`src/rtl/yacht_pkg.sv`:
```
// Shared encodings for the Yacht scoring engine: categories, fixed scores, FSM states.
package yacht_pkg;

  localparam int unsigned NUM_CATS = 12;
  localparam int unsigned HIST_W   = 3;

  localparam logic [3:0] CAT_ONES           = 4'd0;
  localparam logic [3:0] CAT_TWOS           = 4'd1;
  localparam logic [3:0] CAT_THREES         = 4'd2;
  localparam logic [3:0] CAT_FOURS          = 4'd3;
  localparam logic [3:0] CAT_FIVES          = 4'd4;
  localparam logic [3:0] CAT_SIXES          = 4'd5;
  localparam logic [3:0] CAT_CHOICE         = 4'd6;
  localparam logic [3:0] CAT_FOUR_KIND      = 4'd7;
  localparam logic [3:0] CAT_FULL_HOUSE     = 4'd8;
  localparam logic [3:0] CAT_SMALL_STRAIGHT = 4'd9;
  localparam logic [3:0] CAT_LARGE_STRAIGHT = 4'd10;
  localparam logic [3:0] CAT_YACHT          = 4'd11;

  localparam logic [7:0] SCORE_FULL_HOUSE     = 8'd25;
  localparam logic [7:0] SCORE_SMALL_STRAIGHT = 8'd30;
  localparam logic [7:0] SCORE_LARGE_STRAIGHT = 8'd40;
  localparam logic [7:0] SCORE_YACHT          = 8'd50;

  typedef enum logic [1:0] {
    ST_IDLE,
    ST_COUNT,
    ST_EVAL,
    ST_DONE
  } state_e;

endpackage

```
`src/rtl/yacht_face_hist.sv`:
```
// Serial face histogram: one die per valid cycle, sticky flag for out-of-range dice.
module yacht_face_hist
  import yacht_pkg::*;
#(
  parameter int unsigned FACES = 6,
  parameter int unsigned DIE_W = 4
) (
  input  logic                          clk,
  input  logic                          rst,
  input  logic                          clear,
  input  logic                          valid,
  input  logic [DIE_W-1:0]              die,
  output logic [FACES-1:0][HIST_W-1:0]  hist,
  output logic                          bad
);

  logic [FACES-1:0][HIST_W-1:0] hist_q, hist_d;
  logic                         bad_q, bad_d;

  // Next histogram: clear on a new roll, else bump the count of a legal face (face f at index f-1).
  always_comb begin
    hist_d = hist_q;
    bad_d  = bad_q;
    if (clear) begin
      hist_d = '0;
      bad_d  = 1'b0;
    end else if (valid) begin
      if (die == '0 || die > DIE_W'(FACES)) begin
        bad_d = 1'b1;
      end else begin
        for (int unsigned f = 0; f < FACES; f++) begin
          if (die == DIE_W'(f + 1)) begin
            hist_d[f] = hist_q[f] + HIST_W'(1);
          end
        end
      end
    end
  end

  // Histogram and bad-flag registers.
  always_ff @(posedge clk or posedge rst) begin
    if (rst) begin
      hist_q <= '0;
      bad_q  <= 1'b0;
    end else begin
      hist_q <= hist_d;
      bad_q  <= bad_d;
    end
  end

  assign hist = hist_q;
  assign bad  = bad_q;

endmodule

```
`src/rtl/yacht_score_engine.sv`:
```
// Yacht scoring engine: latch roll, build histogram, evaluate category, update scorecard.
module yacht_score_engine
  import yacht_pkg::*;
#(
  parameter int unsigned FACES     = 6,
  parameter int unsigned DIE_W     = 4,
  parameter int unsigned SCORE_W   = 10,
  parameter int unsigned BONUS_TH  = 63,
  parameter int unsigned BONUS_VAL = 35
) (
  input  logic                  clk,
  input  logic                  rst,
  input  logic                  req,
  input  logic                  commit,
  input  logic                  new_game,
  input  logic [3:0]            cat,
  input  logic [5*DIE_W-1:0]    dice,
  output logic                  busy,
  output logic                  score_valid,
  output logic [SCORE_W-1:0]    score,
  output logic                  reject,
  output logic                  bad_die,
  output logic [NUM_CATS-1:0]   used,
  output logic [SCORE_W-1:0]    total,
  output logic                  bonus_got,
  output logic                  game_over
);

  state_e                     state_q, state_d;
  logic [2:0]                 cnt_q, cnt_d;
  logic [4:0][DIE_W-1:0]      dice_q, dice_d;
  logic [3:0]                 cat_q, cat_d;
  logic                       commit_q, commit_d;
  logic [SCORE_W-1:0]         eval_q, eval_d;
  logic                       score_valid_q, score_valid_d;
  logic [SCORE_W-1:0]         score_q, score_d;
  logic                       reject_q, reject_d;
  logic                       bad_die_q, bad_die_d;
  logic [NUM_CATS-1:0]        used_q, used_d;
  logic [SCORE_W-1:0]         total_q, total_d;
  logic [SCORE_W-1:0]         upper_q, upper_d;
  logic                       bonus_q, bonus_d;

  logic                       accept;
  logic [FACES-1:0][HIST_W-1:0] hist;
  logic                       hist_bad;
  logic [7:0]                 face_sum, raw_score;
  logic                       has2, has3, has4, has5, run4, run5;
  logic                       used_hit, refuse;

  function automatic logic [SCORE_W-1:0] sat_add(input logic [SCORE_W-1:0] a,
                                                 input logic [SCORE_W-1:0] b);
    logic [SCORE_W:0] s;
    s = {1'b0, a} + {1'b0, b};
    return s[SCORE_W] ? '1 : s[SCORE_W-1:0];
  endfunction

  assign accept    = (state_q == ST_IDLE) && req && !new_game;
  assign game_over = &used_q;

  yacht_face_hist #(
    .FACES(FACES),
    .DIE_W(DIE_W)
  ) u_hist (
    .clk   (clk),
    .rst   (rst),
    .clear (accept),
    .valid (state_q == ST_COUNT),
    .die   (dice_q[cnt_q]),
    .hist  (hist),
    .bad   (hist_bad)
  );

  // Category evaluation and commit-refusal decision over the finished histogram.
  always_comb begin
    face_sum = '0;
    has2 = 1'b0;
    has3 = 1'b0;
    has4 = 1'b0;
    has5 = 1'b0;
    run4 = 1'b0;
    run5 = 1'b0;
    for (int unsigned f = 0; f < FACES; f++) begin
      face_sum = face_sum + 8'(hist[f]) * 8'(f + 1);
      if (hist[f] == HIST_W'(2)) has2 = 1'b1;
      if (hist[f] == HIST_W'(3)) has3 = 1'b1;
      if (hist[f] >= HIST_W'(4)) has4 = 1'b1;
      if (hist[f] == HIST_W'(5)) has5 = 1'b1;
    end
    for (int unsigned i = 0; i + 4 <= FACES; i++) begin
      if (hist[i] != '0 && hist[i+1] != '0 && hist[i+2] != '0 && hist[i+3] != '0)
        run4 = 1'b1;
    end
    for (int unsigned i = 0; i + 5 <= FACES; i++) begin
      if (hist[i] != '0 && hist[i+1] != '0 && hist[i+2] != '0 && hist[i+3] != '0 &&
          hist[i+4] != '0)
        run5 = 1'b1;
    end

    raw_score = '0;
    case (cat_q)
      CAT_CHOICE:         raw_score = face_sum;
      CAT_FOUR_KIND:      raw_score = has4 ? face_sum : '0;
      CAT_FULL_HOUSE:     raw_score = ((has3 && has2) || has5) ? SCORE_FULL_HOUSE : '0;
      CAT_SMALL_STRAIGHT: raw_score = run4 ? SCORE_SMALL_STRAIGHT : '0;
      CAT_LARGE_STRAIGHT: raw_score = run5 ? SCORE_LARGE_STRAIGHT : '0;
      CAT_YACHT:          raw_score = has5 ? SCORE_YACHT : '0;
      default: begin
        for (int unsigned c = 0; c < 6; c++) begin
          if (cat_q == 4'(c)) raw_score = 8'(hist[c]) * 8'(c + 1);
        end
      end
    endcase
    if (hist_bad || cat_q > CAT_YACHT) raw_score = '0;

    used_hit = 1'b0;
    for (int unsigned c = 0; c < NUM_CATS; c++) begin
      if (cat_q == 4'(c)) used_hit = used_q[c];
    end
    refuse = commit_q && (used_hit || cat_q > CAT_YACHT || hist_bad || game_over);
  end

  // Sequencer and scorecard next-state.
  always_comb begin
    state_d       = state_q;
    cnt_d         = cnt_q;
    dice_d        = dice_q;
    cat_d         = cat_q;
    commit_d      = commit_q;
    eval_d        = eval_q;
    score_valid_d = 1'b0;
    score_d       = score_q;
    reject_d      = reject_q;
    bad_die_d     = bad_die_q;
    used_d        = used_q;
    total_d       = total_q;
    upper_d       = upper_q;
    bonus_d       = bonus_q;
    case (state_q)
      ST_IDLE: begin
        if (new_game) begin
          used_d  = '0;
          total_d = '0;
          upper_d = '0;
          bonus_d = 1'b0;
        end else if (req) begin
          dice_d   = dice;
          cat_d    = cat;
          commit_d = commit;
          cnt_d    = '0;
          state_d  = ST_COUNT;
        end
      end
      ST_COUNT: begin
        cnt_d = cnt_q + 3'd1;
        if (cnt_q == 3'd4) state_d = ST_EVAL;
      end
      ST_EVAL: begin
        eval_d  = SCORE_W'(raw_score);
        state_d = ST_DONE;
      end
      ST_DONE: begin
        score_valid_d = 1'b1;
        score_d       = eval_q;
        bad_die_d     = hist_bad;
        reject_d      = refuse;
        if (commit_q && !refuse) begin
          used_d  = used_q | (NUM_CATS'(1) << cat_q);
          total_d = sat_add(total_q, eval_q);
          if (cat_q <= CAT_SIXES) begin
            upper_d = sat_add(upper_q, eval_q);
            // Bonus lands in the same update that first crosses the threshold.
            if (!bonus_q && upper_d >= SCORE_W'(BONUS_TH)) begin
              total_d = sat_add(total_d, SCORE_W'(BONUS_VAL));
              bonus_d = 1'b1;
            end
          end
        end
        state_d = ST_IDLE;
      end
      default: state_d = ST_IDLE;
    endcase
  end

  // State, latched request and scorecard registers.
  always_ff @(posedge clk or posedge rst) begin
    if (rst) begin
      state_q       <= ST_IDLE;
      cnt_q         <= '0;
      dice_q        <= '0;
      cat_q         <= '0;
      commit_q      <= 1'b0;
      eval_q        <= '0;
      score_valid_q <= 1'b0;
      score_q       <= '0;
      reject_q      <= 1'b0;
      bad_die_q     <= 1'b0;
      used_q        <= '0;
      total_q       <= '0;
      upper_q       <= '0;
      bonus_q       <= 1'b0;
    end else begin
      state_q       <= state_d;
      cnt_q         <= cnt_d;
      dice_q        <= dice_d;
      cat_q         <= cat_d;
      commit_q      <= commit_d;
      eval_q        <= eval_d;
      score_valid_q <= score_valid_d;
      score_q       <= score_d;
      reject_q      <= reject_d;
      bad_die_q     <= bad_die_d;
      used_q        <= used_d;
      total_q       <= total_d;
      upper_q       <= upper_d;
      bonus_q       <= bonus_d;
    end
  end

  assign busy        = (state_q != ST_IDLE);
  assign score_valid = score_valid_q;
  assign score       = score_q;
  assign reject      = reject_q;
  assign bad_die     = bad_die_q;
  assign used        = used_q;
  assign total       = total_q;
  assign bonus_got   = bonus_q;

endmodule

```
`config.mk`:
```
export PLATFORM = sky130hd
export DESIGN_NAME = yacht_score_engine
export DESIGN_NICKNAME = d
export VERILOG_FILES = /design/src/rtl/yacht_pkg.sv /design/src/rtl/yacht_face_hist.sv /design/src/rtl/yacht_score_engine.sv
export SDC_FILE = /design/constraint.sdc
export NUM_CORES = 1
export LEC_CHECK = 0
export CAP_MARGIN = 20
export CORE_UTILIZATION = 59
export CTS_CLUSTER_SIZE = 14
export DETAILED_ROUTE_END_ITERATION = 12
export GPL_TIMING_DRIVEN = 0
export PLACE_DENSITY = 0.86
export SETUP_SLACK_MARGIN = 0.4
export SYNTH_ARGS = -nofsm -noshare
export SYNTH_HDL_FRONTEND = slang
export SYNTH_HIERARCHICAL = 1
export SYNTH_SLANG_ARGS = --single-unit
```
`constraint.sdc`:
```
create_clock -name clk -period 4.4 [get_ports clk]
set_input_delay 1.32 -clock clk [delete_from_list [all_inputs] [get_ports clk]]
set_output_delay 1.32 -clock clk [all_outputs]
set_load 0.1 [all_outputs]
```
==> flow_summary_export.csv, run 1 <==
group,metric,value,unit
run_status,status,"complete, no violations",
timing,fin_crit_sh,0.916,
run,maxCapViolCount,0,
place,place_inst,1035,
place,io_buffers,64,
yosys,ys.flop_type,"dfrtp_1",
critical_path,rrSetupSlack,0.37,ns
grt,grt_max_degree,69,
critical_path,setup.worst_path.start,"u_hist/hist[7]",
grt,grt_pass1_wl,30800,um
critical_path,crit_path_end_kind,"flop",
clock_tree,clk_pin_slew,0.07,ns
die,die_area,13000,um2
yosys,async_flop_share,1.00,
die,rows,40,
critical_path,max_stage_delay,0.58,ns
yosys,yosys-top-cells-count,"101 x dfrtp_1, 73 x inv_1, 67 x nor2_1, 62 x a21oi_1, 54 x ha_1",
timing,drv_slew,0,
timing,rsz0062_at_grt,"true",
critical_path,required,4.64,ns
yosys,synth.distinct_cells,76,
critical_path,arrival,4.27,ns
grt,grt_use_total,0.304,
timing,tightest_slew,1.05,ns
yosys,syn_inst,801,
clock_tree,cts-root-buf,"clkbuf_16",
yosys,yosysTopAreaCell,"dfrtp_1",
final_layout,area_growth,19.8,%
detailed_routing,viasPerCell,6.12,
yosys,synth_top_area_share,0.341,
timing,finClkSkew,0.0105,ns
grt,antenna_found_initial,0,
timing,finalSetupViolations,0,
final_layout,fin_area,8880,um2
yosys,synth.most_common_cell,"dfrtp_1",
timing,finalHoldViolCount,0,
yosys,synth_seq_cells,101,
grt,grt_pass1_vias,6334,
timing,slew_headroom,0.301,
yosys,avgSynthCellArea,9.26,um2
final_layout,multi_input_area,4590,um2
clock_tree,cts_tree,"yes",
detailed_routing,initialDrtViolationCount,617,
power,p_leak,3.83,nW
die,io_pins,67,
final_layout,fin_nets,994,
power,power.density,698,nW/um2
final_layout,fillers,909,
hold_path,hold_path.class,"flop to flop",
critical_path,path_cells,"ha_4, inv_2, fa_2, xnor2_4, fa_1, inv_1, fa_1, fa_1, inv_2, ha_4, inv_4, o21bai_1, a21oi_2, xnor2_1, o21ai_1, a32o_1",
die,die_x,114,um
detailed_routing,wl,18800,um
yosys,syn_area,7420,um2
final_layout,drive_gt1_frac,0.140,
yosys,synth_edf_count,0,
place,dp_hpwl,13700,um
detailed_routing,ant_nets,0,
yosys,synth_seq_area_share,0.341,
critical_path,cpMaxStageDelayCell,"fa_1",
clock_tree,cts_buffers,9,
timing,period_minus_slack,4.03,ns
power,power,0.00620,W
power,ir_drop,509,uV
critical_path,cp_common_cell,"fa_1",
detailed_routing,wl_per_cell,17.7,um
critical_path,critPathLaunchType,"flop",
critical_path,crit_type,"flop to flop",
critical_path,cp-endpoint,"eval_q[5]",
clock_tree,clockBufferDepth,2,
grt,grt_overflow_total,0,
final_layout,diodes,0,
final_layout,fin_util,0.733,
place,place_area,8320,um2
final_layout,seqCellArea,2540,um2
detailed_routing,firstDrtPassIters,6,
yosys,yosysWarnings,6,
timing,hold_ws,0.486,ns
die,die_h,114,um
critical_path,r2r_end,"eval_q[5]",
clock_tree,cts.sinks,101,
place,place_congestion,0.948,
critical_path,r2r_start,"u_hist/hist[7]",
yosys,synth_area_leaders,"dfrtp_1 34%, ha_1 9.1%, mux2_2 5.2%",
final_layout,finalNonFillerCells,1066,
clock_tree,cts_hold_buf,0,
clock_tree,insertion_delay,0.36,ns
critical_path,critical_path_peak_fanout,4,
detailed_routing,vias,6524,
clock_tree,htreeDepth,3,
detailed_routing,drc,0,
die,initial_core_util,0.612,
timing,fmax,248,MHz
die,core,12100,um2
critical_path,rr_worst_depth,16,
## metrics by stage
stage	worst slack [ns]	TNS [ns]
final	0.370	0
after global routing	0.179	0
after global placement	-0.642	-31.62
after floorplan	0.465	0
after CTS	0.394	0
after detailed placement	0.0264	0
## worst min path at each step
| stage | startpoint | endpoint | slack, ns | cells past startpoint |
|---|---|---|---|---|
| final | upper_q[5] | upper_q[5] | 0.49 | 1 |
| after global routing | upper_q[2] | upper_q[2] | 0.50 | 1 |
| after CTS | upper_q[2] | upper_q[2] | 0.49 | 1 |
| after detailed placement | upper_q[5] | upper_q[5] | 0.47 | 1 |
| after global placement | upper_q[5] | upper_q[5] | 0.47 | 1 |
| after floorplan | upper_q[2] | upper_q[2] | 0.45 | 1 |
## critical path: cells and delay by family (launching register included)
family,cells,cell delay (ns)
XOR/XNOR,2,0.37
AO/OA/AOI/OAI,4,0.62
adder cells (fa/ha/maj),6,2.33
flip-flops,1,0.42
buffers and inverters,4,0.18
## placed cells by master (no fill, tap or decap), drive strengths merged, types with 5 or more instances in the layout
cell type	count
xor2	6
mux2i	15
ha	54
clkdlybuf4s50	64
fa	18
nand3b	7
clkbuf	28
a211oi	7
nor2b	13
a22o	5
inv	75
nand2	37
nand4	6
a31oi	16
o31ai	5
buf	31
nor2	67
a21o	11
dfrtp	101
a21oi	62
a32o	6
mux2	35
o21ai	51
or3	10
or4	5
xnor2	15
nand2b	21
nor3	21
nand3	16
o22ai	5
## registers in the layout, summed over array words and instances, names as in the netlist
register,cells
bad_die,1
bonus_got,1
cat_q,4
cnt_q,3
commit_q,1
dice_q,20
eval_q,8
reject,1
score,8
score_valid,1
state_q,2
total,10
u_hist/bad,1
u_hist/hist,18
upper_q,10
used,12
## metal layers
layer | GRT usage | up-vias | part of all wire
met4 | 0.130 | 0 | 0.027
met1 | 0.385 | 3187 | 0.42
met5 | 0 | - | 0
met2 | 0.522 | 240 | 0.50
li1 | - | 3063 | -
met3 | 0.0429 | 34 | 0.052
## repair_timing
item,4_1_cts,5_1_grt
pin swaps,11,15
endpoints found under the setup margin,7,9
setup buffers,6,9
cloned,0,0
gates resized for setup,12,23
## layout make-up
| class | count | share of cell area |
|---|---|---|
| tap | 168 | 0.0237 |
| timing repair buffer | 80 | 0.0879 |
| inverter | 73 | 0.0314 |
| multi-input combinational | 595 | 0.517 |
| clock buffer | 10 | 0.0258 |
| clock inverter | 6 | 0.0104 |
| buffer | 33 | 0.0180 |
| sequential | 101 | 0.286 |
## cells by family after synthesis
kind of cell / after synthesis / synth area share
buffers and inverters: 106 / 0.0580
multiplexers: 54 / 0.0855
flip-flops: 101 / 0.341
XOR/XNOR: 21 / 0.0248
other: 1 / 0.000506
adder cells (fa/ha/maj): 72 / 0.140
AO/OA/AOI/OAI: 219 / 0.193
AND/OR/NAND/NOR: 227 / 0.158
## power by group
group / switching, W / total (W) / internal (W)
registers: 0.000301 / 0.00152 / 0.00122
clock network: 0.000365 / 0.000869 / 0.000504
logic: 0.00245 / 0.00381 / 0.00136
total: 0.00311 / 0.00620 / 0.00308
Note: power is estimated with default switching activity, not from simulation.
==> inputs of run 2 (changes only) <==
--- a/config.mk
+++ b/config.mk
@@ -7,6 +7,7 @@
 export LEC_CHECK = 0
 export CAP_MARGIN = 20
 export CORE_UTILIZATION = 59
+export CTS_BUF_LIST = sky130_fd_sc_hd__clkbuf_16
 export CTS_CLUSTER_SIZE = 14
 export DETAILED_ROUTE_END_ITERATION = 12
 export GPL_TIMING_DRIVEN = 0
==> flow_summary_export.csv, run 2 (synthesis results as in run 1) <==
group,metric,value,unit
run_status,status,"complete, no violations",
die,core,12100,um2
timing,period_minus_slack,4.03,ns
clock_tree,insertion_delay,0.36,ns
critical_path,critPathLaunchType,"flop",
final_layout,regMostFlops,"dice_q",
clock_tree,clockBufferDepth,2,
detailed_routing,initialDrtViolationCount,616,
grt,grt_pass1_vias,6334,
final_layout,largest_reg_flops,20,
run,maxCapViolCount,0,
timing,fmax,248,MHz
detailed_routing,wl,18900,um
die,die_x,114,um
critical_path,path_cells,"ha_4, inv_2, fa_2, xnor2_4, fa_1, inv_1, fa_1, fa_1, inv_2, ha_4, inv_4, o21bai_1, a21oi_2, xnor2_1, o21ai_1, a32o_1",
critical_path,required,4.64,ns
detailed_routing,viasPerCell,6.14,
detailed_routing,vias,6545,
final_layout,diodes,0,
grt,grt_pass1_wl,30800,um
timing,tightest_slew,1.04,ns
clock_tree,cts_buffers,9,
grt,grt_overflow_total,0,
timing,finalSetupViolations,0,
detailed_routing,wl_per_cell,17.7,um
place,place_congestion,0.948,
timing,finClkSkew,0.0105,ns
critical_path,arrival,4.27,ns
final_layout,finalNonFillerCells,1066,
power,p_leak,3.84,nW
place,place_inst,1035,
critical_path,max_stage_delay,0.58,ns
place,place_ws,0.0264,ns
final_layout,drive_gt1_frac,0.140,
clock_tree,clk_pin_slew,0.07,ns
timing,drv_slew,0,
clock_tree,htreeDepth,3,
hold_path,hold_path.class,"flop to flop",
final_layout,fin_nets,994,
timing,setup_ws,0.370,ns
timing,rsz0062_at_grt,"true",
clock_tree,cts.sinks,101,
critical_path,crit_path_end_kind,"flop",
final_layout,final_common_cell,"dfrtp_1",
die,io_pins,67,
timing,fin_crit_sh,0.916,
detailed_routing,firstDrtPassIters,5,
clock_tree,cts_tree,"yes",
grt,grt_max_degree,69,
final_layout,area_growth,19.8,%
timing,finalHoldViolCount,0,
place,io_buffers,64,
die,die_h,114,um
power,power,0.00620,W
die,die_area,13000,um2
die,initial_core_util,0.612,
grt,antenna_found_initial,0,
die,rows,40,
detailed_routing,ant_nets,0,
critical_path,cpMaxStageDelayCell,"fa_1",
power,power.density,698,nW/um2
place,dp_hpwl,13700,um
critical_path,cp_common_cell,"fa_1",
clock_tree,cts-root-buf,"clkbuf_16",
grt,grt_use_total,0.304,
detailed_routing,drc,0,
final_layout,mostFrequentLayoutCells,"92 x dfrtp_1, 68 x inv_1, 65 x nor2_1, 64 x clkdlybuf4s50_1, 58 x a21oi_1",
critical_path,critical_path_peak_fanout,4,
critical_path,crit_type,"flop to flop",
power,ir_drop,510,uV
timing,slew_headroom,0.303,
run 2: what timing repair did:
item | 4_1_cts | 5_1_grt
cloned | 0 | 0
setup buffers | 6 | 9
gates resized for setup | 12 | 23
pin swaps | 11 | 15
setup endpoints to repair | 7 | 9
hold buffers | 0 | 0
run 2: metal layers:
metal / vias up / wire (um) / global-route usage
li1: 3062 / - / -
met1: 3199 / 7900 / 0.385
met2: 246 / 9470 / 0.522
met3: 38 / 1000 / 0.0429
met4: 0 / 513 / 0.130
met5: - / 0 / 0
run 2: worst max-delay path, delay by kind of cell (launching register included):
| family | cells | cell delay [ns] |
|---|---|---|
| XOR/XNOR | 2 | 0.37 |
| flip-flops | 1 | 0.42 |
| buffers and inverters | 4 | 0.18 |
| AO/OA/AOI/OAI | 4 | 0.62 |
| adder cells (fa/ha/maj) | 6 | 2.33 |
run 2: final timing paths:
kind	from	depth (start not counted)	slack [ns]	to
worst max-delay path	u_hist/hist[7]	16	0.37	eval_q[5]
worst min-delay path	upper_q[5]	1	0.49	upper_q[5]
worst max register to register	u_hist/hist[7]	16	0.37	eval_q[5]
worst min register to register	upper_q[5]	1	0.49	upper_q[5]
max in group asynchronous	rst	2	2.39	u_hist/hist[8]
min in group asynchronous	rst	2	1.27	dice_q[17]
run 2: layout make-up:
| class | instances | area [um2] |
|---|---|---|
| Multi-Input combinational cell | 595 | 4590 |
| Fill cell | 909 | 3230 |
| Sequential cell | 101 | 2540 |
| Timing Repair Buffer | 80 | 781 |
| Inverter | 73 | 279 |
| Clock buffer | 9 | 225 |
| Tap cell | 168 | 210 |
| Buffer | 33 | 160 |
| Clock inverter | 7 | 96.3 |
run 2: per-stage QoR:
step	hold WS [ns]	setup TNS [ns]	util	area [um2]
floorplan	0.453	0	-	7440
global placement	0.467	-31.62	0.685	8290
detailed placement	0.472	0	0.687	8320
CTS	0.491	0	0.721	8740
global route	0.503	0	0.733	8880
finish	0.486	0	0.733	8880
run 2: report_power, final:
| part | switching, W | leakage, nW | internal (W) | total [W] |
|---|---|---|---|---|
| Clock | 0.000365 | 0.159 | 0.000501 | 0.000866 |
| Combinational | 0.00245 | 2.36 | 0.00136 | 0.00381 |
| Sequential | 0.000301 | 1.32 | 0.00122 | 0.00152 |
==> inputs of run 3 (changes only) <==
--- a/config.mk
+++ b/config.mk
@@ -5,13 +5,14 @@
 export SDC_FILE = /design/constraint.sdc
 export NUM_CORES = 1
 export LEC_CHECK = 0
+export ABC_AREA = 1
 export CAP_MARGIN = 20
-export CORE_UTILIZATION = 59
+export CORE_UTILIZATION = 60
 export CTS_BUF_LIST = sky130_fd_sc_hd__clkbuf_16
 export CTS_CLUSTER_SIZE = 14
 export DETAILED_ROUTE_END_ITERATION = 12
 export GPL_TIMING_DRIVEN = 0
-export PLACE_DENSITY = 0.86
+export PLACE_DENSITY_LB_ADDON = 0.2
 export SETUP_SLACK_MARGIN = 0.4
 export SYNTH_ARGS = -nofsm -noshare
 export SYNTH_HDL_FRONTEND = slang
==> flow_summary_export.csv, run 3 <==
group,metric,value,unit
detailed_routing,viasPerCell,5.39,
timing,finalHoldViolCount,0,
yosys,synth_area_leaders,"dfrtp_1 32%, nand2_1 18%, ha_1 8.5%",
die,io_pins,67,
critical_path,crit_type,"flop to flop",
power,p_switching,0.00361,W
clock_tree,cts_buffers,9,
grt,grt_max_degree,70,
place,place_congestion,0.929,
critical_path,crit_path_end_kind,"flop",
hold_path,hold_path.class,"flop to flop",
yosys,yosysTopAreaCell,"dfrtp_1",
timing,drv_slew,0,
yosys,synth_top_area_share,0.320,
critical_path,arrival,4.30,ns
power,intPower,0.00314,W
grt,antenna_found_initial,0,
detailed_routing,ant_nets,0,
die,initial_core_util,0.622,
power,ir_drop,688,uV
power,power.density,733,nW/um2
clock_tree,cts_tree,"yes",
timing,finClkSkew,0.0124,ns
detailed_routing,drc,0,
final_layout,final_common_cell,"nand2_1",
yosys,synth_edf_count,0,
yosys,yosys-top-cells-count,"386 x nand2_1, 176 x inv_1, 101 x dfrtp_1, 89 x nor2_1, 85 x nand3_1",
yosys,syn_inst,1147,
run,maxCapViolCount,0,
critical_path,critPathLaunchType,"flop",
timing,slew_headroom,0.333,
critical_path,required,4.63,ns
clock_tree,clk_pin_slew,0.08,ns
timing,fin_crit_sh,0.924,
detailed_routing,wl,20000,um
yosys,ys.flop_type,"dfrtp_1",
final_layout,area_growth,16.5,%
die,die_area,13600,um2
detailed_routing,initialDrtViolationCount,702,
grt,use_met3,0.0469,
die,die_x,117,um
place,dp_hpwl,15200,um
yosys,avgSynthCellArea,6.90,um2
final_layout,regMostFlops,"dice_q",
grt,grt_use_total,0.309,
clock_tree,cts_hold_buf,0,
yosys,async_flop_share,1.00,
yosys,synth.most_common_cell,"nand2_1",
power,p_leak,4.81,nW
detailed_routing,wl_per_cell,14.2,um
final_layout,fin_util,0.725,
power,p_seq_frac,0.228,
clock_tree,cts.sinks,101,
final_layout,largest_reg_flops,20,
grt,grtUsageMet2,0.529,
timing,tightest_slew,0.997,ns
clock_tree,cts-root-buf,"clkbuf_16",
yosys,synth_seq_cells,101,
critical_path,critical_path_peak_fanout,4,
yosys,yosysWarnings,6,
place,io_buffers,64,
grt,grt_pass1_vias,6916,
detailed_routing,vias,7589,
final_layout,mostFrequentLayoutCells,"384 x nand2_1, 171 x inv_1, 98 x dfrtp_1, 88 x nor2_1, 84 x nand3_1",
grt,grt_pass1_wl,32400,um
power,p_clk_frac,0.115,
die,die_h,117,um
clock_tree,htreeDepth,3,
die,core,12700,um2
clock_tree,clockBufferDepth,2,
timing,finalSetupViolations,0,
power,comb_power_share,0.657,
die,rows,41,
grt,busiest_layer,"met2",
timing,hold_ws,0.475,ns
final_layout,diodes,0,
timing,period_minus_slack,4.07,ns
yosys,syn_area,7910,um2
run_status,status,"complete, no violations",
grt,gr-usage-met1,0.391,
final_layout,fin_nets,1333,
final_layout,drive_gt1_frac,0.0711,
grt,grt_overflow_total,0,
timing,fmax,246,MHz
timing,rsz0062_at_grt,"true",
clock_tree,insertion_delay,0.36,ns
detailed_routing,firstDrtPassIters,5,
yosys,synth.distinct_cells,51,
yosys,synth_seq_area_share,0.320,
power,sw_frac_of_total,0.535,
==> run 3: cell count changes after synthesis, sizes merged, moves of 30 or more <==
cell,before,now
inv,73,178
a21oi,62,26
nor2,67,97
o21ai,51,86
mux2,35,0
nand2,37,395
nand3,16,88
==> run 3: stage by stage <==
stage	worst slack (ns)	instance area [um2]	instances	power [W]	setup TNS [ns]
2_1_floorplan	0.463	7910	1148	0.00455	0
3_3_place_gp	-0.336	8770	1384	0.00547	-26.98
3_5_place_dp	0.0777	8800	1385	0.00555	0
4_1_cts	0.410	9180	1409	0.00653	0
5_1_grt	0.205	9220	1409	0.00729	0
6_report	0.333	9220	1409	0.00675	0
==> run 3: final timing paths <==
path	end	depth (start not counted)	startpoint	slack, ns
worst max-delay path	eval_q[6]	19	u_hist/hist[7]	0.33
worst min-delay path	score[3]	2	score[3]	0.48
worst max register to register	eval_q[6]	19	u_hist/hist[7]	0.33
worst min register to register	score[3]	2	score[3]	0.48
max in group asynchronous	u_hist/hist[7]	2	rst	2.39
min in group asynchronous	dice_q[17]	2	rst	1.25
==> run 3: layer usage <==
| layer | share of wire | wire length (um) | vias up |
|---|---|---|---|
| met5 | 0 | 0 | - |
| met4 | 0.029 | 578 | 0 |
| met3 | 0.050 | 1000 | 34 |
| met2 | 0.48 | 9670 | 236 |
| met1 | 0.44 | 8740 | 3517 |
| li1 | - | - | 3802 |
==> run 3: power groups by stage <==
stage          combinational, W  clock [W]  sequential (W)
3_5_place_dp            0.00400          0         0.00155
2_1_floorplan           0.00255          0         0.00200
3_3_place_gp            0.00393          0         0.00154
5_1_grt                 0.00488   0.000823         0.00158
4_1_cts                 0.00421   0.000786         0.00153
6_report                0.00443   0.000777         0.00154
==> run 3: what timing repair did <==
action / in CTS / in global routing
buffers inserted: 8 / 0
endpoints found under the hold margin: 0 / 0
setup endpoints to repair: 5 / 4
pin swaps: 6 / 11
gates resized for setup: 11 / 12
==> run 3: cells by family (layout without fill, tap and decap cells) <==
| logic type | count (synthesis) | in the layout | share of synthesized area |
|---|---|---|---|
| adders and majority gates | 72 | 72 | 0.131 |
| xor gates and xnor gates | 12 | 12 | 0.0133 |
| DFF | 101 | 101 | 0.320 |
| AOI/OAI and AO/OA | 141 | 141 | 0.101 |
| other | 1 | 2 | 0.000474 |
| buffers and inverters | 203 | 292 | 0.106 |
| and+or+nand+nor | 617 | 617 | 0.329 |
==> run 3: critical path: stages (launching register included) <==
cell     delay [ns]
dfrtp_2        0.43
ha_4           0.15
inv_2          0.04
fa_2           0.34
xnor2_2        0.16
fa_1           0.53
inv_2          0.04
fa_1           0.48
fa_1           0.56
inv_2          0.05
ha_4           0.28
nand2_2        0.05
o211a_1        0.23
nor2_2         0.13
nor2_1         0.06
nor2_1         0.08
nor2_1         0.05
xor2_1         0.13
nand3_1        0.06
o21ai_1        0.07
==> run 3: area by class of cell <==
class / instances / area (um2)
Inverter: 181 / 682
Sequential cell: 101 / 2530
Timing Repair Buffer: 73 / 728
Clock inverter: 7 / 56.3
Multi-Input combinational cell: 844 / 4620
Fill cell: 1088 / 3500
Clock buffer: 9 / 225
Buffer: 22 / 156
Tap cell: 172 / 215
==> patch 1 (config.mk and constraints of run 2) <==
Re-encode `state_e` (4 states) as Gray code, 2 bits wide.
--- a/src/rtl/yacht_pkg.sv
+++ b/src/rtl/yacht_pkg.sv
@@ -24,8 +24,8 @@
 
   typedef enum logic [1:0] {
-    ST_IDLE,
-    ST_COUNT,
-    ST_EVAL,
-    ST_DONE
+    ST_IDLE  = 2'b00,
+    ST_COUNT = 2'b01,
+    ST_EVAL  = 2'b11,
+    ST_DONE  = 2'b10
   } state_e;
 
Behaviour: no difference found for any inputs over 4 cycles, from zero or initial values and one cycle with rst high; so few cycles prove little.
==> patch 1 against run 2 <==
  * Sequential cell count did not move
  * Area after synthesis increased by 1.2%
  * Total power is 2.7% lower
  * Wire length rose by 7.4%
  * Final area increased by 0.87%
  * Setup slack gained 0.031 ns
  * Critical endpoint is now eval_q[6]
  * Highest routed layer unchanged
==> patch 1: results (changes against run 2) <==
metric,value,unit,change
status,"complete, no violations",,unchanged
first-pass GRT wire length,32500,um,was 30800 um
met1 wire length,8250,um,was 7900 um
register area share after synthesis,33.7,%,was 34.1%
Synth Area in Adders,13.1,%,was 14.0%
syn avg cell area,9.27,um2,was 9.26 um2
1st-iter DRT viols,741,,was 616
Clock Network Area Fraction,3.95,%,was 3.62%
vias in the first global route,6317,,was 6334
maximum vdd ir drop,0.457,mV,was 0.510 mV
NonClk Buf Share,10.1,%,was 10.6%
Via Count,6730,,was 6545
GR Util met2,53.1,%,was 52.2%
placed insts,1044,,was 1035
detailed placer's ending HPWL,14900,um,was 13700 um
reg2reg start,u_hist/hist[6],,was u_hist/hist[7]
All-Layer GR Usage,32.3,%,was 30.4%
drt first pass iters,8,,was 5
storage element area,2530,um2,was 2540 um2
xor-xnor portion of the synthesized cell area,1.87,%,was 2.48%
gpl congestion,0.962,,was 0.948
placed instance area,8390,um2,was 8320 um2
Finished Layout Cells,1070,,was 1066
leak pwr,3.83,nW,was 3.84 nW
Setup WS pre-CTS,-0.0653,ns,was 0.0264 ns
post-synthesis mux area share,8.70,%,was 8.55%
Worst Skew,0.00857,ns,was 0.0105 ns
crit-path max cell delay,0.53,ns,was 0.58 ns
non-clock buffer count,109,,was 113
full die area,13200,um2,was 13000 um2
#MultiIn Comb,611,,was 595
## patch 1: cell count changes after synthesis, moves of 6 or more
cell,delta
o21ai_1,+6
a21oi_1,-8
nand2_1,+8
inv_1,-8
xnor2_1,-7
o211ai_1,+7
o21ai_0,-6
a31oi_1,-7
nor2_1,+10
## patch 1: timing repair
item	CTS	global route
hold buffers	0	0
resized for setup	25	18
setup endpoints to repair	6	21
pin swaps	12	22
setup buffers	5	5
## patch 1: worst min path at each step
stage	start	end	slack, ns	cells after the start
6_report	upper_q[6]	upper_q[6]	0.50	2
5_1_grt	upper_q[0]	upper_q[0]	0.52	2
4_1_cts	upper_q[7]	upper_q[7]	0.50	2
3_5_place_dp	upper_q[7]	upper_q[7]	0.48	2
3_3_place_gp	upper_q[7]	upper_q[7]	0.47	2
2_1_floorplan	upper_q[2]	upper_q[2]	0.45	1
## patch 1: where the power goes
part | internal [mW] | switching [mW]
sequential | 1.20 | 0.328
clock | 0.519 | 0.394
combinational | 1.41 | 2.18
total | 3.13 | 2.90
==> patch 2 (settings of run 2) <==
Without the edit above. `FACES` is set to 6 in 2 places; all go to 12.
--- a/src/rtl/yacht_face_hist.sv
+++ b/src/rtl/yacht_face_hist.sv
@@ -3,5 +3,5 @@
   import yacht_pkg::*;
 #(
-  parameter int unsigned FACES = 6,
+  parameter int unsigned FACES = 12,
   parameter int unsigned DIE_W = 4
 ) (
--- a/src/rtl/yacht_score_engine.sv
+++ b/src/rtl/yacht_score_engine.sv
@@ -3,5 +3,5 @@
   import yacht_pkg::*;
 #(
-  parameter int unsigned FACES     = 6,
+  parameter int unsigned FACES     = 12,
   parameter int unsigned DIE_W     = 4,
   parameter int unsigned SCORE_W   = 10,
Behaviour: not the same (Yosys sat finds a counterexample within 10 cycles, from zero or initial values and one cycle with rst high).
==> patch 2 against run 2 <==
  * The run now ends with negative setup slack left
  * Die area up 37%
  * Sequential cell count increased by 18
  * Area after synthesis increased by 38%
  * Via count up 38%
  * Worst hold slack gained 0.0081 ns
  * Final area up 37%
  * Wire length grew 53%
  * Critical path depth is 2 higher
  * Setup slack got worse by 1.4 ns
  * First-iteration DRC count increased by 66%
  * Utilization decreased by 0.52 points
  * Largest cell class unchanged
  * Highest routed layer unchanged
Power is not shown: default switching activity piles up to over one toggle a cycle in this logic, so the estimate is an artifact.
==> patch 2: results (changes against run 2) <==
metric,value,unit,change
final setup violation count,7,,was 0
worst slew pin tran,0.990,ns,was 1.04 ns
metal3 WL,2370,um,was 1000 um
async set-reset flop share out of synthesis,100,%,unchanged
nets@finish,1365,,was 994
crit-path max cell delay,0.55,ns,was 0.58 ns
grt met1 use,41.6,%,was 38.5%
H-tree levels,4,,was 3
detailed placer's ending HPWL,20500,um,was 13700 um
setup tns final,-6.21,ns,was 0 ns
Wirelength per Cell,20.3,um,was 17.7 um
vias in the first global route,9236,,was 6334
post-cts sizing count,18,,was 12
synth top area cells,"dfrtp_1, ha_1, fa_1",,"was dfrtp_1, ha_1, mux2_2"
All-Layer GR Usage,33.2,%,was 30.4%
grt total ovfl,0,,unchanged
Worst Hold Class,reg2reg,,unchanged
Worst Hold Endpoint,upper_q[0],,was upper_q[5]
met1 wire length,11100,um,was 7900 um
met3 Track Usage GR,6.47,%,was 4.29%
setup ws final,-1.04,ns,was 0.370 ns
1st-iter DRT viols,1021,,was 616
highest routed metal layer,met4,,unchanged
"delay-heaviest family, CP",adder cells,,unchanged
"top cells by count, synth","inv_1, dfrtp_1, ha_1",,"was dfrtp_1, inv_1, nor2_1"
Worst Setup EP,eval_q[7],,was eval_q[5]
status,"finished, violations left",,"was complete, no violations"
GR Util met2,54.5,%,was 52.2%
metal2 WL,14100,um,was 9470 um
gpl congestion,0.949,,was 0.948
Worst Skew,0.0119,ns,was 0.0105 ns
drt first pass iters,6,,was 5
Hold Crit Start,upper_q[0],,was upper_q[5]
hold path depth,2,,was 1
pin count of the biggest net entering global routing,66,,was 69
Largest register FFs,36,,was 20
DR vias/cell,6.36,,was 6.14
TritonCTS Buffers,17,,was 9
fraction of layout cells with a size suffix above 1,14.8,%,was 14.0%
initial antenna violation count,0,,unchanged
Unique masters post-synth,83,,was 76
violated checks,negative setup slack,,
CTS max path bufs,2,,unchanged
ANT cells,0,,unchanged
R2R cell count,18,,was 16
Root Buffer,clkbuf_16,,unchanged
Post-CTS Setup Repair Bufs,11,,was 6
register area share after synthesis,29.1,%,was 34.1%
WP data arrival,5.74,ns,was 4.27 ns
"Clk Latency, worst-skew pair",0.43,ns,was 0.36 ns
placed instance area,11300,um2,was 8320 um2
first-pass GRT wire length,46000,um,was 30800 um
Worst path slowest cell,fa_1,,unchanged
patch 2: kinds of logic after synthesis:
group                      Yosys count  synth area share [%]
and+or+nand+nor                    294                  15.3
AOI/OAI and AO/OA                  254                  16.4
buffers and inverters              174                  6.61
adders and majority gates          149                  22.2
DFF                                119                  29.1
muxes                               69                  8.00
xor gates and xnor gates            27                  2.31
other                                1                0.0366
patch 2: area by class of cell:
class / count / area (um2)
Buffer: 46 / 199
Tap cell: 220 / 275
Clock buffer: 17 / 425
Multi-Input combinational cell: 796 / 6850
Inverter: 128 / 485
Sequential cell: 119 / 2990
Clock inverter: 15 / 200
Timing Repair Buffer: 79 / 773
Fill cell: 1190 / 4560
patch 2: through the flow:
step,hold slack (ns),std cells,setup WS (ns)
after global placement,0.471,1372,-1.05
after global routing,0.523,1420,-1.21
after detailed placement,0.480,1373,-1.10
after CTS,0.493,1416,-1.09
final,0.494,1420,-1.04
after floorplan,0.454,1088,-0.710
